===== src/rtl/mmm_pkg.sv =====
// ---------------------------------------------------------------------------
// mmm_pkg
// Shared types and constants for the fetch path: machine width, I-cache line
// geometry, the line-read response record and the I-cache controller states.
// ---------------------------------------------------------------------------
package mmm_pkg;

   localparam int XLEN            = 32;
   localparam int ICACHE_OFFSET   = 4;
   localparam int ICACHE_LINE_LEN = 8 * (2 ** ICACHE_OFFSET);

   typedef struct packed {
      logic [ICACHE_LINE_LEN-1:0] line;
      logic [XLEN-1:0]            pc;
   } icache_out_t;

   typedef enum logic [2:0] {
      IDLE      = 3'd0,
      LOOKUP    = 3'd1,
      MISS_REQ  = 3'd2,
      MISS_WAIT = 3'd3,
      RESP      = 3'd4
   } icache_ctrl_state_t;

   // Clear the byte-offset bits to get the line base address.
   function automatic logic [XLEN-1:0] line_align(input logic [XLEN-1:0] addr);
      return {addr[XLEN-1:ICACHE_OFFSET], {ICACHE_OFFSET{1'b0}}};
   endfunction

endpackage


===== src/rtl/icache_store.sv =====
// ---------------------------------------------------------------------------
// icache_store
// Direct-mapped line store: tag, data and valid arrays.
//   clk_i, rst_n_i    clock, async active-low reset (valid bits only)
//   rd_idx_i          combinational read index
//   rd_valid_o/_tag_o/_data_o   contents of the indexed set
//   wr_en_i, wr_idx_i, wr_tag_i, wr_data_i   synchronous line fill
//   clear_i           synchronous clear of every valid bit (beats a fill)
// ---------------------------------------------------------------------------
module icache_store
   import mmm_pkg::*;
#(
   parameter int SETS  = 16,
   parameter int IDX_W = $clog2(SETS),
   parameter int TAG_W = XLEN - IDX_W - ICACHE_OFFSET
) (
   input  logic                       clk_i,
   input  logic                       rst_n_i,
   input  logic [IDX_W-1:0]           rd_idx_i,
   output logic                       rd_valid_o,
   output logic [TAG_W-1:0]           rd_tag_o,
   output logic [ICACHE_LINE_LEN-1:0] rd_data_o,
   input  logic                       wr_en_i,
   input  logic [IDX_W-1:0]           wr_idx_i,
   input  logic [TAG_W-1:0]           wr_tag_i,
   input  logic [ICACHE_LINE_LEN-1:0] wr_data_i,
   input  logic                       clear_i
);

   logic [SETS-1:0]            valid_q;
   logic [TAG_W-1:0]           tag_q  [SETS];
   logic [ICACHE_LINE_LEN-1:0] data_q [SETS];

   // Clear has priority so a fence.i racing a refill leaves the line invalid.
   always_ff @(posedge clk_i or negedge rst_n_i) begin
      if (!rst_n_i) begin
         valid_q <= '0;
      end else if (clear_i) begin
         valid_q <= '0;
      end else if (wr_en_i) begin
         valid_q[wr_idx_i] <= 1'b1;
      end
   end

   always_ff @(posedge clk_i) begin
      if (wr_en_i) begin
         tag_q[wr_idx_i]  <= wr_tag_i;
         data_q[wr_idx_i] <= wr_data_i;
      end
   end

   assign rd_valid_o = valid_q[rd_idx_i];
   assign rd_tag_o   = tag_q[rd_idx_i];
   assign rd_data_o  = data_q[rd_idx_i];

endmodule


===== src/rtl/icache_ctrl.sv =====
// ---------------------------------------------------------------------------
// icache_ctrl
// Responder for the fetch-unit line-read handshake, backed by a direct-mapped
// read-only line store refilled from next-level memory.
//   clk_i, rst_n_i       clock, async active-low reset
//   flush_i              abort the current fetch request
//   invalidate_i         clear all line valid bits
//   read_req_i/addr_i    line read request and PC
//   read_done_o          one-cycle pulse, cache_out_o holds {line, pc}
//   mem_req_*            refill request (valid/ready, line-aligned address)
//   mem_resp_*           single-beat refill data
//
// state     | meaning
// IDLE      | waiting for read_req_i; only state that accepts a request
// LOOKUP    | tag compare on the latched PC
// MISS_REQ  | refill request presented, waiting for mem_req_ready_i
// MISS_WAIT | waiting for refill data; kill_q drops the response
// RESP      | read_done_o asserted for one cycle
// ---------------------------------------------------------------------------
module icache_ctrl
   import mmm_pkg::*;
#(
   parameter int ICACHE_SETS = 16
) (
   input  logic                       clk_i,
   input  logic                       rst_n_i,
   input  logic                       flush_i,
   input  logic                       invalidate_i,
   input  logic                       read_req_i,
   input  logic [XLEN-1:0]            read_addr_i,
   output logic                       read_done_o,
   output icache_out_t                cache_out_o,
   output logic                       mem_req_valid_o,
   input  logic                       mem_req_ready_i,
   output logic [XLEN-1:0]            mem_req_addr_o,
   input  logic                       mem_resp_valid_i,
   input  logic [ICACHE_LINE_LEN-1:0] mem_resp_line_i
);

   localparam int INDEX = $clog2(ICACHE_SETS);
   localparam int TAG_W = XLEN - INDEX - ICACHE_OFFSET;

   icache_ctrl_state_t state_q;
   logic [XLEN-1:0]    addr_q;
   logic               kill_q;
   icache_out_t        cache_out_q;
   logic               mem_req_valid_q;
   logic [XLEN-1:0]    mem_req_addr_q;

   logic [INDEX-1:0]           idx;
   logic [TAG_W-1:0]           tag;
   logic                       st_valid;
   logic [TAG_W-1:0]           st_tag;
   logic [ICACHE_LINE_LEN-1:0] st_data;
   logic                       hit;
   logic                       fill;

   assign idx  = addr_q[ICACHE_OFFSET +: INDEX];
   assign tag  = addr_q[XLEN-1 -: TAG_W];
   assign hit  = st_valid && (st_tag == tag);
   // The fill is written even when the request was killed, so the line stays usable.
   assign fill = (state_q == MISS_WAIT) && mem_resp_valid_i;

   icache_store #(
      .SETS (ICACHE_SETS)
   ) u_store (
      .clk_i      (clk_i),
      .rst_n_i    (rst_n_i),
      .rd_idx_i   (idx),
      .rd_valid_o (st_valid),
      .rd_tag_o   (st_tag),
      .rd_data_o  (st_data),
      .wr_en_i    (fill),
      .wr_idx_i   (idx),
      .wr_tag_i   (tag),
      .wr_data_i  (mem_resp_line_i),
      .clear_i    (invalidate_i)
   );

   always_ff @(posedge clk_i or negedge rst_n_i) begin
      if (!rst_n_i) begin
         state_q         <= IDLE;
         addr_q          <= '0;
         kill_q          <= 1'b0;
         cache_out_q     <= '0;
         mem_req_valid_q <= 1'b0;
         mem_req_addr_q  <= '0;
      end else begin
         case (state_q)
            IDLE: begin
               if (read_req_i && !flush_i) begin
                  addr_q  <= read_addr_i;
                  state_q <= LOOKUP;
               end
            end
            LOOKUP: begin
               if (flush_i) begin
                  state_q <= IDLE;
               end else if (hit) begin
                  cache_out_q <= '{line: st_data, pc: addr_q};
                  state_q     <= RESP;
               end else begin
                  mem_req_addr_q  <= line_align(addr_q);
                  mem_req_valid_q <= 1'b1;
                  state_q         <= MISS_REQ;
               end
            end
            MISS_REQ: begin
               // Request stays up through a flush; the refill is just not answered.
               if (flush_i) begin
                  kill_q <= 1'b1;
               end
               if (mem_req_ready_i) begin
                  mem_req_valid_q <= 1'b0;
                  state_q         <= MISS_WAIT;
               end
            end
            MISS_WAIT: begin
               if (mem_resp_valid_i) begin
                  if (kill_q || flush_i) begin
                     kill_q  <= 1'b0;
                     state_q <= IDLE;
                  end else begin
                     cache_out_q <= '{line: mem_resp_line_i, pc: addr_q};
                     state_q     <= RESP;
                  end
               end else if (flush_i) begin
                  kill_q <= 1'b1;
               end
            end
            RESP: begin
               state_q <= IDLE;
            end
            default: begin
               state_q <= IDLE;
            end
         endcase
      end
   end

   assign read_done_o     = (state_q == RESP) && !flush_i;
   assign cache_out_o     = cache_out_q;
   assign mem_req_valid_o = mem_req_valid_q;
   assign mem_req_addr_o  = mem_req_addr_q;

endmodule


===== config.mk =====
export PLATFORM = sky130hd
export DESIGN_NAME = icache_ctrl
export DESIGN_NICKNAME = d
export VERILOG_FILES = /design/src/rtl/mmm_pkg.sv /design/src/rtl/icache_store.sv /design/src/rtl/icache_ctrl.sv
export SDC_FILE = /design/constraint.sdc
export NUM_CORES = 2
export LEC_CHECK = 0
export ABC_AREA = 0
export CORE_ASPECT_RATIO = 0.7
export CORE_MARGIN = 1.5
export CORE_UTILIZATION = 65
export CTS_CLUSTER_DIAMETER = 100
export DETAILED_ROUTE_END_ITERATION = 16
export GPL_TIMING_DRIVEN = 0
export PLACE_DENSITY = 0.81
export RECOVER_POWER = 50
export REMOVE_ABC_BUFFERS = 1
export SETUP_SLACK_MARGIN = 0.1
export SYNTH_ARGS = -nofsm -noshare
export SYNTH_HDL_FRONTEND = slang
export SYNTH_SLANG_ARGS = --single-unit
export TNS_END_PERCENT = 10

===== constraint.sdc =====
create_clock -name clk_i -period 38.2 [get_ports clk_i]
set_input_delay 3.82 -clock clk_i [delete_from_list [all_inputs] [get_ports clk_i]]
set_output_delay 3.82 -clock clk_i [all_outputs]
set_load 0.02 [all_outputs]

==> flow_summary.rst <==
.. list-table::
   :header-rows: 1

   * - Metric
     - Value
   * - Total power density per cell area
     - 68.0 nW/µm²
   * - Skew final
     - 0.0520 ns
   * - Total wirelength of the detailed-routed design
     - 252000 µm
   * - Compound-gate portion of the synthesized area
     - 0.776%
   * - Vias in the first global route
     - 53.3k
   * - Share of synthesized cell area in and, or, nand and nor gates
     - 1.95%
   * - Placer Congestion
     - 0.737
   * - WP buf/inv
     - 3
   * - Worst Setup Slack, final
     - 26.43 ns
   * - Clk slew on worst S/H paths
     - 0.06 ns
   * - Max Slew Vio Count
     - 265
   * - Number of antenna violations at the first check in global routing
     - 44
   * - Largest family of logic cells by synthesized area
     - multiplexers
   * - Distinct cells, synth
     - 61
   * - Part of the total power dissipated in sequential elements
     - 43.8%
   * - Number of DRC markers after the initial detailed-route iteration
     - 6669
   * - Floorplan die area
     - 160000 µm²
   * - Endpoint type of the worst setup path
     - asynchronous set/reset pin
   * - Syn Std Cell Area
     - 103000 µm²
   * - Worst-case vdd ir drop
     - 54.6 µV
   * - Syn-to-layout area delta
     - 16.6%
   * - Worst-path cell chain
     - clkbuf_1 -> clkbuf_1 -> clkbuf_1
   * - Synth Flop Type
     - edfxtp_1
   * - Worst path top cell family by delay
     - buffers and inverters
   * - Longest Clk Path Bufs
     - 3
   * - CTS tree
     - yes
   * - Sequential element share of the synthesized area
     - 77.1%
   * - Setup violations, final
     - 0
   * - Core region area
     - 156000 µm²
   * - Fraction of synthesized area in multiplexers
     - 18.7%
   * - Mapped Cells
     - 4594
   * - Remaining number of nets flagged by the antenna check after routing
     - 0
   * - Number of top-level pins
     - 361
   * - Peak per-stage delay on the critical path
     - 3.23 ns
   * - Vias per inst
     - 6.81
   * - Reg-to-reg critical path startpoint
     - addr_q[6]$_DFFE_PN0P_
   * - Number of setup buffers added after CTS
     - 0
   * - Total chip power
     - 8.14 mW
   * - Post-route DRC violation count
     - 0
   * - Final worst-path cycle share
     - 30.8%
   * - Required time of the critical path
     - 38.12 ns
   * - Pin slew with the least headroom to its limit
     - 5.71 ns
   * - Detailed-placement wirelength estimate
     - 146000 µm
   * - Number of H-tree branching levels
     - 4
   * - Async SR Flop Fraction
     - 9.02%
   * - Total negative slack for setup checks
     - 0 ns
   * - Area share of the largest cell type after synthesis
     - 71.2%
   * - Type of origin of the critical path
     - primary input
   * - CTS sink count
     - 2673
   * - Root Buffer Master
     - clkbuf_16
   * - RSZ-0062 raised after global routing
     - no
   * - Minimum setup slack after placement
     - 29.06 ns
   * - Internal power consumption
     - 5.77 mW
   * - Clock buffer count from CTS
     - 228
   * - Resize count post-CTS
     - 0
   * - Maximum number of pins on one net before global-route repair
     - 102
   * - Routed length per placed instance
     - 33.5 µm
   * - Combinational Power Share
     - 28.0%
   * - Switching share of total power
     - 29.1%
   * - Number of nets at the end of the flow
     - 5362
   * - Leakage power summed over all cells
     - 39.7 nW
   * - Number of warnings printed during yosys synthesis
     - 0
   * - Chip height
     - 335 µm
   * - Clock share of power
     - 28.2%
   * - Total count of hold-check failures in the final report
     - 0
   * - Critical Path Fanout Max
     - 61
   * - Worst setup path startpoint
     - rst_n_i
   * - Hold_buf cts
     - 0
   * - Starting utilization of the core area
     - 65.7%
   * - FP Rows
     - 121
   * - Fmax
     - 0.0850 GHz
   * - Proportion of layout cells with a drive suffix above 1
     - 27.0%
   * - Critical path type
     - in2async
   * - Fill cells
     - 7698
   * - Total routing usage reported by global routing
     - 32.0%
   * - Minimum clock period after layout
     - 11.77 ns
   * - CP max-delay cell
     - clkbuf_1
   * - Clock network latency to the later pin of the worst-skew pair
     - 0.89 ns
   * - Number of violations of the max-capacitance limit
     - 6
   * - Xor/xnor cell area share of the yosys netlist
     - 0.290%
   * - Average size of a mapped cell
     - 22.3 µm²
   * - Width of the chip
     - 478 µm
   * - Arrival time of the worst setup path
     - 11.69 ns
   * - Start point of the worst min-delay path
     - cache_out_o[128]$_DFFE_PN0P_
   * - Port Buffer Count
     - 356
   * - Most area-consuming cells after synthesis
     - edfxtp_1, mux4_2, dfrtp_1
   * - Path category of the worst min-delay check
     - reg2reg
   * - Violated checks
     - capacitance limit, slew limit
   * - Flop and latch count out of synthesis
     - 2673
   * - Post-Synth Adder-Cell Area
     - 0%
   * - Remaining global-route overflow
     - 0
   * - Most repeated library cell on the critical path
     - clkbuf_1
   * - EDFF count, synth
     - 2432
   * - Cell type with the highest aggregate area in the netlist
     - edfxtp_1
   * - Outcome
     - finished, violations left
   * - First drt pass iteration count
     - 5
   * - First-pass GRT wire length
     - 368000 µm
   * - Number of vias in the routed layout
     - 51.2k
   * - Net Switching
     - 2.37 mW
   * - Slew HR
     - -280%
power groups by stage:
stage	combinational (mW)	clock (mW)	sequential [mW]
after detailed placement	2.25	0	3.62
after floorplan	2.39	0	3.86
after CTS	2.30	2.32	3.56
after global routing	2.40	2.43	3.58
final	2.28	2.30	3.57
after global placement	3.63	0	4.03
metrics by stage:
step	cells	cell area (µm²)	hold slack [ns]	util, %
after floorplan	4354	101000	0.460	-
after global placement	6801	108000	0.467	68.9
after detailed placement	7056	112000	0.474	72.1
after CTS	7491	120000	0.488	76.8
after global routing	7507	120000	0.510	76.7
final	7514	120000	0.485	76.7
path summary, 6_finish.rpt:
kind	end	slack [ns]	cells after the start
min in group asynchronous	cache_out_o[117]$_DFFE_PN0P_	3.90	1
worst min-delay path	cache_out_o[128]$_DFFE_PN0P_	0.48	1
max in group clk_i	read_done_o	28.93	3
worst max-delay path	cache_out_o[66]$_DFFE_PN0P_	26.43	3
worst min register to register	cache_out_o[128]$_DFFE_PN0P_	0.48	1
worst max register to register	cache_out_o[51]$_DFFE_PN0P_	31.16	13
synth_stat cells (3+ instances only):
cell / instances
a22oi_1: 28
inv_1: 10
edfxtp_1: 2432
o22ai_1: 7
a221oi_1: 6
nand4_1: 5
clkbuf_1: 95
mux2i_1: 89
o21ba_2: 3
buf_12: 8
mux2_2: 141
a22o_1: 4
mux2_1: 79
buf_1: 74
mux4_2: 701
xnor2_1: 22
nand3_1: 3
nand2b_1: 3
a21oi_1: 13
and2_1: 3
buf_2: 38
o21ai_0: 25
xor2_1: 12
nor3_1: 11
nor2b_1: 3
dfrtp_1: 241
buf_6: 12
nand2_1: 419
buf_4: 16
and3_1: 3
nor2_1: 51
flip-flops by register name (all words and copies together), names as in the netlist:
name	count
u_store.valid_q	16
mem_req_addr_o	28
addr_q	32
mem_req_valid_o	1
u_store.tag_q	384
u_store.data_q	2048
state_q	3
cache_out_o	160
kill_q	1
final cells by class:
type,instances,area [µm²],share of cell area [%]
Sequential cell,2673,79100,66.1
Multi-Input combinational cell,1669,22400,18.7
Timing Repair Buffer,611,8150,6.81
Clock buffer,312,6370,5.32
Tap cell,2091,2620,2.19
Clock inverter,123,972,0.812
Inverter,12,60.1,0.0502
Antenna cell,23,57.6,0.0481
kinds of logic after synthesis:
family | Yosys count
XOR/XNOR | 34
other | 1
buffers and inverters | 255
AND/OR/NAND/NOR | 508
AO/OA/AOI/OAI | 113
multiplexers | 1010
flip-flops | 2673
routing by layer:
layer	share of wire [%]	up-vias	global-route usage, %
met3	9.3	546	6.05
met1	37	27200	44.3
met4	3.1	28	11.4
li1	-	20200	-
met5	0.071	-	0
met2	51	3196	52.3
placed cells by master, fill, tap and decap left out, drive strengths merged, types with 4 or more instances in the layout:
| master | count |
|---|---|
| edfxtp | 2432 |
| nor3 | 11 |
| mux4 | 701 |
| diode | 23 |
| conb | 4 |
| a21oi | 13 |
| dlygate4sd3 | 130 |
| mux2i | 89 |
| nor2b | 4 |
| nor2 | 51 |
| a22o | 4 |
| mux2 | 220 |
| o21ai | 27 |
| inv | 17 |
| xor2 | 12 |
| nand2 | 419 |
| clkdlybuf4s50 | 225 |
| a221oi | 7 |
| a22oi | 28 |
| xnor2 | 22 |
| nand4 | 5 |
| buf | 240 |
| bufinv | 12 |
| o22ai | 7 |
| clkinv | 97 |
| dfrtp | 241 |
| clkinvlp | 9 |
| clkbuf | 328 |
Power figures use the tool's default switching activity.
